File: src/rtl/exibe_sequencia_if.sv
// Bundle between the sequence player, the sequence memory and the LED outputs.
// EXIBE_SEQUENCIA_RGB_EN adds the conf_leds select and the rgb output.
interface exibe_sequencia_if;
  logic       iniciar;
  logic [3:0] limite;
  logic [3:0] dado_memoria;
  logic [3:0] endereco;
  logic [3:0] leds;
  logic       ocupado;
  logic       fim;
  logic [3:0] db_estado;
`ifdef EXIBE_SEQUENCIA_RGB_EN
  logic       conf_leds;
  logic [2:0] rgb;

  modport master (
    output iniciar, limite, dado_memoria, conf_leds,
    input  endereco, leds, ocupado, fim, db_estado, rgb
  );

  modport slave (
    input  iniciar, limite, dado_memoria, conf_leds,
    output endereco, leds, ocupado, fim, db_estado, rgb
  );
`else
  modport master (
    output iniciar, limite, dado_memoria,
    input  endereco, leds, ocupado, fim, db_estado
  );

  modport slave (
    input  iniciar, limite, dado_memoria,
    output endereco, leds, ocupado, fim, db_estado
  );
`endif
endinterface

File: src/rtl/exibe_sequencia.sv
// Plays memory addresses 0..limite on the LEDs, T_ON lit then T_OFF dark per item.
// Defining EXIBE_SEQUENCIA_RGB_EN adds the rgb output and the conf_leds select.
module exibe_sequencia #(
  parameter int T_ON  = 1000,
  parameter int T_OFF = 500
) (
  input logic               clock,
  input logic               reset,
  exibe_sequencia_if.slave  bus
);

  localparam int T_MAX = (T_ON > T_OFF) ? T_ON : T_OFF;
  localparam int TW    = $clog2(T_MAX) + 1;

  typedef enum logic [2:0] {
    REPOUSO = 3'd0,
    CARREGA = 3'd1,
    ACENDE  = 3'd2,
    APAGA   = 3'd3,
    FIM     = 3'd4
  } state_t;

  state_t        state;
  state_t        next_state;
  logic [TW-1:0] timer;
  logic [3:0]    endereco;
  logic [3:0]    limite_reg;
  logic [3:0]    led_reg;
  logic          ton_done;
  logic          toff_done;
  logic          ultimo;

  assign ton_done  = (timer == TW'(T_ON - 1));
  assign toff_done = (timer == TW'(T_OFF - 1));
  assign ultimo    = (endereco == limite_reg);

  assign bus.endereco = endereco;
  assign bus.leds     = led_reg;

`ifdef EXIBE_SEQUENCIA_RGB_EN
  logic [2:0] rgb_reg;

  function automatic logic [2:0] cor(input logic [3:0] v);
    case (v)
      4'b0001: cor = 3'b100;
      4'b0010: cor = 3'b010;
      4'b0100: cor = 3'b001;
      4'b1000: cor = 3'b110;
      default: cor = 3'b000;
    endcase
  endfunction

  assign bus.rgb = rgb_reg;
`endif

  always_ff @(posedge clock) begin
    if (reset) state <= REPOUSO;
    else       state <= next_state;
  end

  always_comb begin
    next_state = state;
    case (state)
      REPOUSO: if (bus.iniciar) next_state = CARREGA;
      CARREGA: next_state = ACENDE;
      ACENDE:  if (ton_done) next_state = APAGA;
      APAGA:   if (toff_done) next_state = ultimo ? FIM : CARREGA;
      FIM:     next_state = REPOUSO;
      default: next_state = REPOUSO;
    endcase
  end

  // The LED register is loaded on entry to ACENDE and cleared on exit, so it is lit only there.
  always_ff @(posedge clock) begin
    if (reset) begin
      timer      <= '0;
      endereco   <= '0;
      limite_reg <= '0;
      led_reg    <= '0;
`ifdef EXIBE_SEQUENCIA_RGB_EN
      rgb_reg    <= '0;
`endif
    end else begin
      case (state)
        REPOUSO: begin
          if (bus.iniciar) begin
            limite_reg <= bus.limite;
            endereco   <= '0;
            timer      <= '0;
          end
        end
        CARREGA: begin
          timer <= '0;
`ifdef EXIBE_SEQUENCIA_RGB_EN
          led_reg <= bus.conf_leds ? 4'b0000 : bus.dado_memoria;
          rgb_reg <= bus.conf_leds ? cor(bus.dado_memoria) : 3'b000;
`else
          led_reg <= bus.dado_memoria;
`endif
        end
        ACENDE: begin
          if (ton_done) begin
            timer   <= '0;
            led_reg <= '0;
`ifdef EXIBE_SEQUENCIA_RGB_EN
            rgb_reg <= '0;
`endif
          end else begin
            timer <= timer + 1'b1;
          end
        end
        APAGA: begin
          if (toff_done) begin
            timer <= '0;
            if (!ultimo) endereco <= endereco + 1'b1;
          end else begin
            timer <= timer + 1'b1;
          end
        end
        default: ;
      endcase
    end
  end

  always_comb begin
    bus.ocupado   = 1'b0;
    bus.fim       = 1'b0;
    bus.db_estado = {1'b0, state};
    case (state)
      CARREGA, ACENDE, APAGA: bus.ocupado = 1'b1;
      FIM:                    bus.fim     = 1'b1;
      default: ;
    endcase
  end

endmodule

File: src/flat_wrapper.sv
// flat-port wrapper written by rule: the top's interface ports become plain ports
module exibe_sequencia_flat 
#(
  parameter int T_ON  = 1000,
  parameter int T_OFF = 500
)
  (clock, reset, bus_iniciar, bus_limite, bus_dado_memoria, bus_endereco, bus_leds, bus_ocupado, bus_fim, bus_db_estado);
  exibe_sequencia_if bus_i ();
  input logic clock;
  input logic reset;
  input wire logic [$bits(bus_i.iniciar)-1:0] bus_iniciar;
  input wire logic [$bits(bus_i.limite)-1:0] bus_limite;
  input wire logic [$bits(bus_i.dado_memoria)-1:0] bus_dado_memoria;
  output wire logic [$bits(bus_i.endereco)-1:0] bus_endereco;
  output wire logic [$bits(bus_i.leds)-1:0] bus_leds;
  output wire logic [$bits(bus_i.ocupado)-1:0] bus_ocupado;
  output wire logic [$bits(bus_i.fim)-1:0] bus_fim;
  output wire logic [$bits(bus_i.db_estado)-1:0] bus_db_estado;
  assign bus_i.iniciar = bus_iniciar;
  assign bus_i.limite = bus_limite;
  assign bus_i.dado_memoria = bus_dado_memoria;
  assign bus_endereco = bus_i.endereco;
  assign bus_leds = bus_i.leds;
  assign bus_ocupado = bus_i.ocupado;
  assign bus_fim = bus_i.fim;
  assign bus_db_estado = bus_i.db_estado;
  exibe_sequencia #(.T_ON(T_ON), .T_OFF(T_OFF)) u_core (.clock(clock), .reset(reset), .bus(bus_i));
endmodule
File: config.mk
export PLATFORM = sky130hd
export DESIGN_NAME = exibe_sequencia_flat
export DESIGN_NICKNAME = d
export VERILOG_FILES = /design/src/rtl/exibe_sequencia_if.sv /design/src/rtl/exibe_sequencia.sv /design/src/flat_wrapper.sv
export SDC_FILE = /design/constraint.sdc
export NUM_CORES = 1
export LEC_CHECK = 0
export CORE_MARGIN = 2
export CORE_UTILIZATION = 53
export DETAILED_ROUTE_END_ITERATION = 16
export PLACE_DENSITY = 0.77
export REMOVE_ABC_BUFFERS = 1
export SYNTH_ARGS = -nofsm -noshare
export SYNTH_HDL_FRONTEND = slang
export SYNTH_SLANG_ARGS = --single-unit
File: constraint.sdc
create_clock -name clock -period 2.2 [get_ports clock]
set_input_delay 0.22 -clock clock [delete_from_list [all_inputs] [get_ports clock]]
set_output_delay 0.22 -clock clock [all_outputs]
set_load 0.01 [all_outputs]
==> parameters.txt <==
Parameter                              Value

Clock network
  Number of buffers created by CTS    3
  CTS tree    yes
  Reg clk slew, reported paths    0.15 ns
  Root buffer cell    sky130_fd_sc_hd__clkbuf_4
  Number of H-tree branching levels    1
  Number of buffers on the longest clock path    2
  # hold bufs at CTS    0
  Setup Fix Bufs, Post-CTS    0
  CTS sink cnt    26
  Post-CTS resize count    0
  Clock latency of the later-clocked register in the worst-skew pair    0.32 ns

STA
  Setup skew after layout    0.0132 ns
  Highest clock rate    507 MHz
  Post-route fraction of the period consumed by the critical path    89.7%
  Minimum clock period    1.97 ns
  Setup violation total in the final timing report    0
  Final hold violations    0
  Max-slew headroom at the worst pin    52.3%
  Unrepaired setup endpoints after global routing    no
  Fin Setup TNS    0 ns
  Final-report max-slew violation count    0
  Transition time at the pin with the least slew margin    0.714 ns

Logic synthesis
  Top cell type by total area after synthesis    sky130_fd_sc_hd__dfxtp_1
  Most frequently used cell type in the post-synthesis netlist    sky130_fd_sc_hd__dfxtp_1
  Fraction of the yosys area taken by sequential cells    34.0%
  Post-Synthesis Cells    172
  Area contributors post-synth    sky130_fd_sc_hd__dfxtp_1 34%, sky130_fd_sc_hd__a21oi_1 4.3%, sky130_fd_sc_hd__mux2i_1 3.3%
  Prevailing post-synth register cell    sky130_fd_sc_hd__dfxtp_1
  Post-synth ARST share    0%
  Synth warnings    0
  Number of enable flip-flop cells after synthesis    0
  Post-synth top cells    26 x sky130_fd_sc_hd__dfxtp_1, 13 x sky130_fd_sc_hd__a21oi_1, 13 x sky130_fd_sc_hd__nand2_1, 12 x sky130_fd_sc_hd__nor2_1, 9 x sky130_fd_sc_hd__nand3_1
  Library cells used by synthesis    56
  Share of Yosys cell area claimed by the top area cell type    34.0%
  Total of flip-flops plus latches after synthesis    26
  Avg Inst Size Synth    8.90 um^2
  Netlist area before placement    0.00153 mm^2

Detailed routing
  Total length of routed wires    3220 um
  DRC    2
  Total number of vias    1342
  Initial DRT Pass Iterations    10
  DR vias/cell    6.07
  Routed WL per cell    14.6 um
  Residual antenna-violating net count after detailed routing    0
  Number of DRC markers after the initial detailed-route iteration    49

Outcome
  Status    finished, violations left
  Failing checks    design-rule violations

Min path
  Depth of the worst hold-timing path    2
  Kind of path behind the tightest hold check    flop to flop

Final layout
  Fraction of final layout cells sized beyond drive strength 1    11.6%
  Fill cells    242
  Largest reg by FF count    u_core.timer
  Area growth from synthesis to final layout    14.6%
  Antenna cells    0
  Largest register FFs    11
  Post-layout nets    204

Floorplan
  Area of the placeable core    0.00276 mm^2
  Die Footprint    0.00333 mm^2
  Number of ports placed on the die boundary    25
  Die Wd    57.7 um
  Initial Util    55.5%
  Placement Rows    19
  Die Height    57.7 um

Place
  Final weighted congestion in routability-driven placement    0.783
  DP Wirelength    2370 um
  IO Port Bufs    23

Global route
  Wire length of the first global-routing pass    5340 um
  Via count of the first global-routing pass    1195
  Global-route usage over all layers    20.1%
  Maximum number of pins on one net before global-route repair    21
  Sum of overflow across all layers after global routing    0
  Number of antenna violations at the first check in global routing    0

Pwr
  Power after layout    0.00104 W
  Max IR drop VDD    587 uV
  Pwr dens    595 mW/mm^2
  Static power due to leakage    0.566 nW

Setup path
  Worst-case reg-to-reg path depth    4
  Arr. time, crit path    2.22 ns
  Kind of capture point of the worst setup path    flop
  Worst-path fanout max    16
  Setup CP Type    flop to flop
  Data required time of the worst path    2.44 ns
  Crit start category    flop

Flow run
  Number of max-cap violations    0
routing by layer:
layer | part of all wire (%) | GRT usage (%)
met1 | 46 | 26.6
met2 | 51 | 35.2
met3 | 2.8 | 2.01
met4 | 0.84 | 4.65
met5 | 0 | 0
worst max-delay path: stages (launching register included):
cell and delay (ns):
sky130_fd_sc_hd__dfxtp_1 0.63, sky130_fd_sc_hd__and4bb_2 0.30, sky130_fd_sc_hd__a31oi_2 0.54, sky130_fd_sc_hd__a21oi_1 0.15
sky130_fd_sc_hd__nor4_1 0.27
final timing paths:
path                                                      start                               to  slack, ns
worst max-delay path               u_core.state[0]$_SDFFE_PP0P_     u_core.timer[5]$_SDFFE_PP0P_       0.23
worst min-delay path            u_core.bus.leds[1]$_SDFFE_PP0P_  u_core.bus.leds[1]$_SDFFE_PP0P_       0.47
worst max register to register     u_core.state[0]$_SDFFE_PP0P_     u_core.timer[5]$_SDFFE_PP0P_       0.23
worst min register to register  u_core.bus.leds[1]$_SDFFE_PP0P_  u_core.bus.leds[1]$_SDFFE_PP0P_       0.47
cell usage in the layout, fill, tap and decap left out, drive strengths merged, types with 5 or more instances in the layout:
cell,Yosys,routed
a31oi,5,5
nand2,14,14
nand4,8,8
inv,5,5
o211ai,6,6
mux2i,5,5
nor2,12,12
a21oi,13,13
clkdlybuf4s50,0,23
nand3,11,11
dfxtp,26,26
cell type report:
class | count | area, um^2 | share of cell area, %
clock buffer | 4 | 36.3 | 2.07
inverter | 5 | 18.8 | 1.07
multi-input combinational | 130 | 893 | 51.0
sequential | 26 | 520 | 29.7
tap | 31 | 38.8 | 2.21
timing repair buffer | 25 | 245 | 14.0
per-stage QoR:
step	area (um^2)	util [%]	setup WS [ns]	hold WS (ns)	std cells
after floorplan	1430	-	0.425	0.289	161
after global placement	1720	62.3	0.352	0.447	217
after detailed placement	1720	62.3	0.272	0.461	217
after CTS	1750	63.6	0.233	0.478	221
after global routing	1750	63.6	0.0312	0.479	221
final	1750	63.6	0.226	0.474	221
report_power, final:
group	total [W]	switching, W	internal [W]	leakage [nW]
Clock	0.000240	0.000139	0.000101	0.0210
Sequential	0.000541	0.0000416	0.000499	0.211
Combinational	0.000261	0.000131	0.000130	0.334
logic make-up (layout without fill, tap and decap cells):
logic type | after synthesis | in the layout | share of synthesized area, %
multiplexers | 5 | 5 | 3.27
flip-flops | 26 | 26 | 34.0
XOR/XNOR | 4 | 4 | 2.29
other | 1 | 1 | 0.245
adder cells (fa/ha/maj) | 2 | 2 | 1.64
buffers and inverters | 16 | 34 | 7.60
AND/OR/NAND/NOR | 78 | 78 | 32.6
AO/OA/AOI/OAI | 40 | 40 | 18.3
Note: power is estimated with default switching activity, not from simulation.
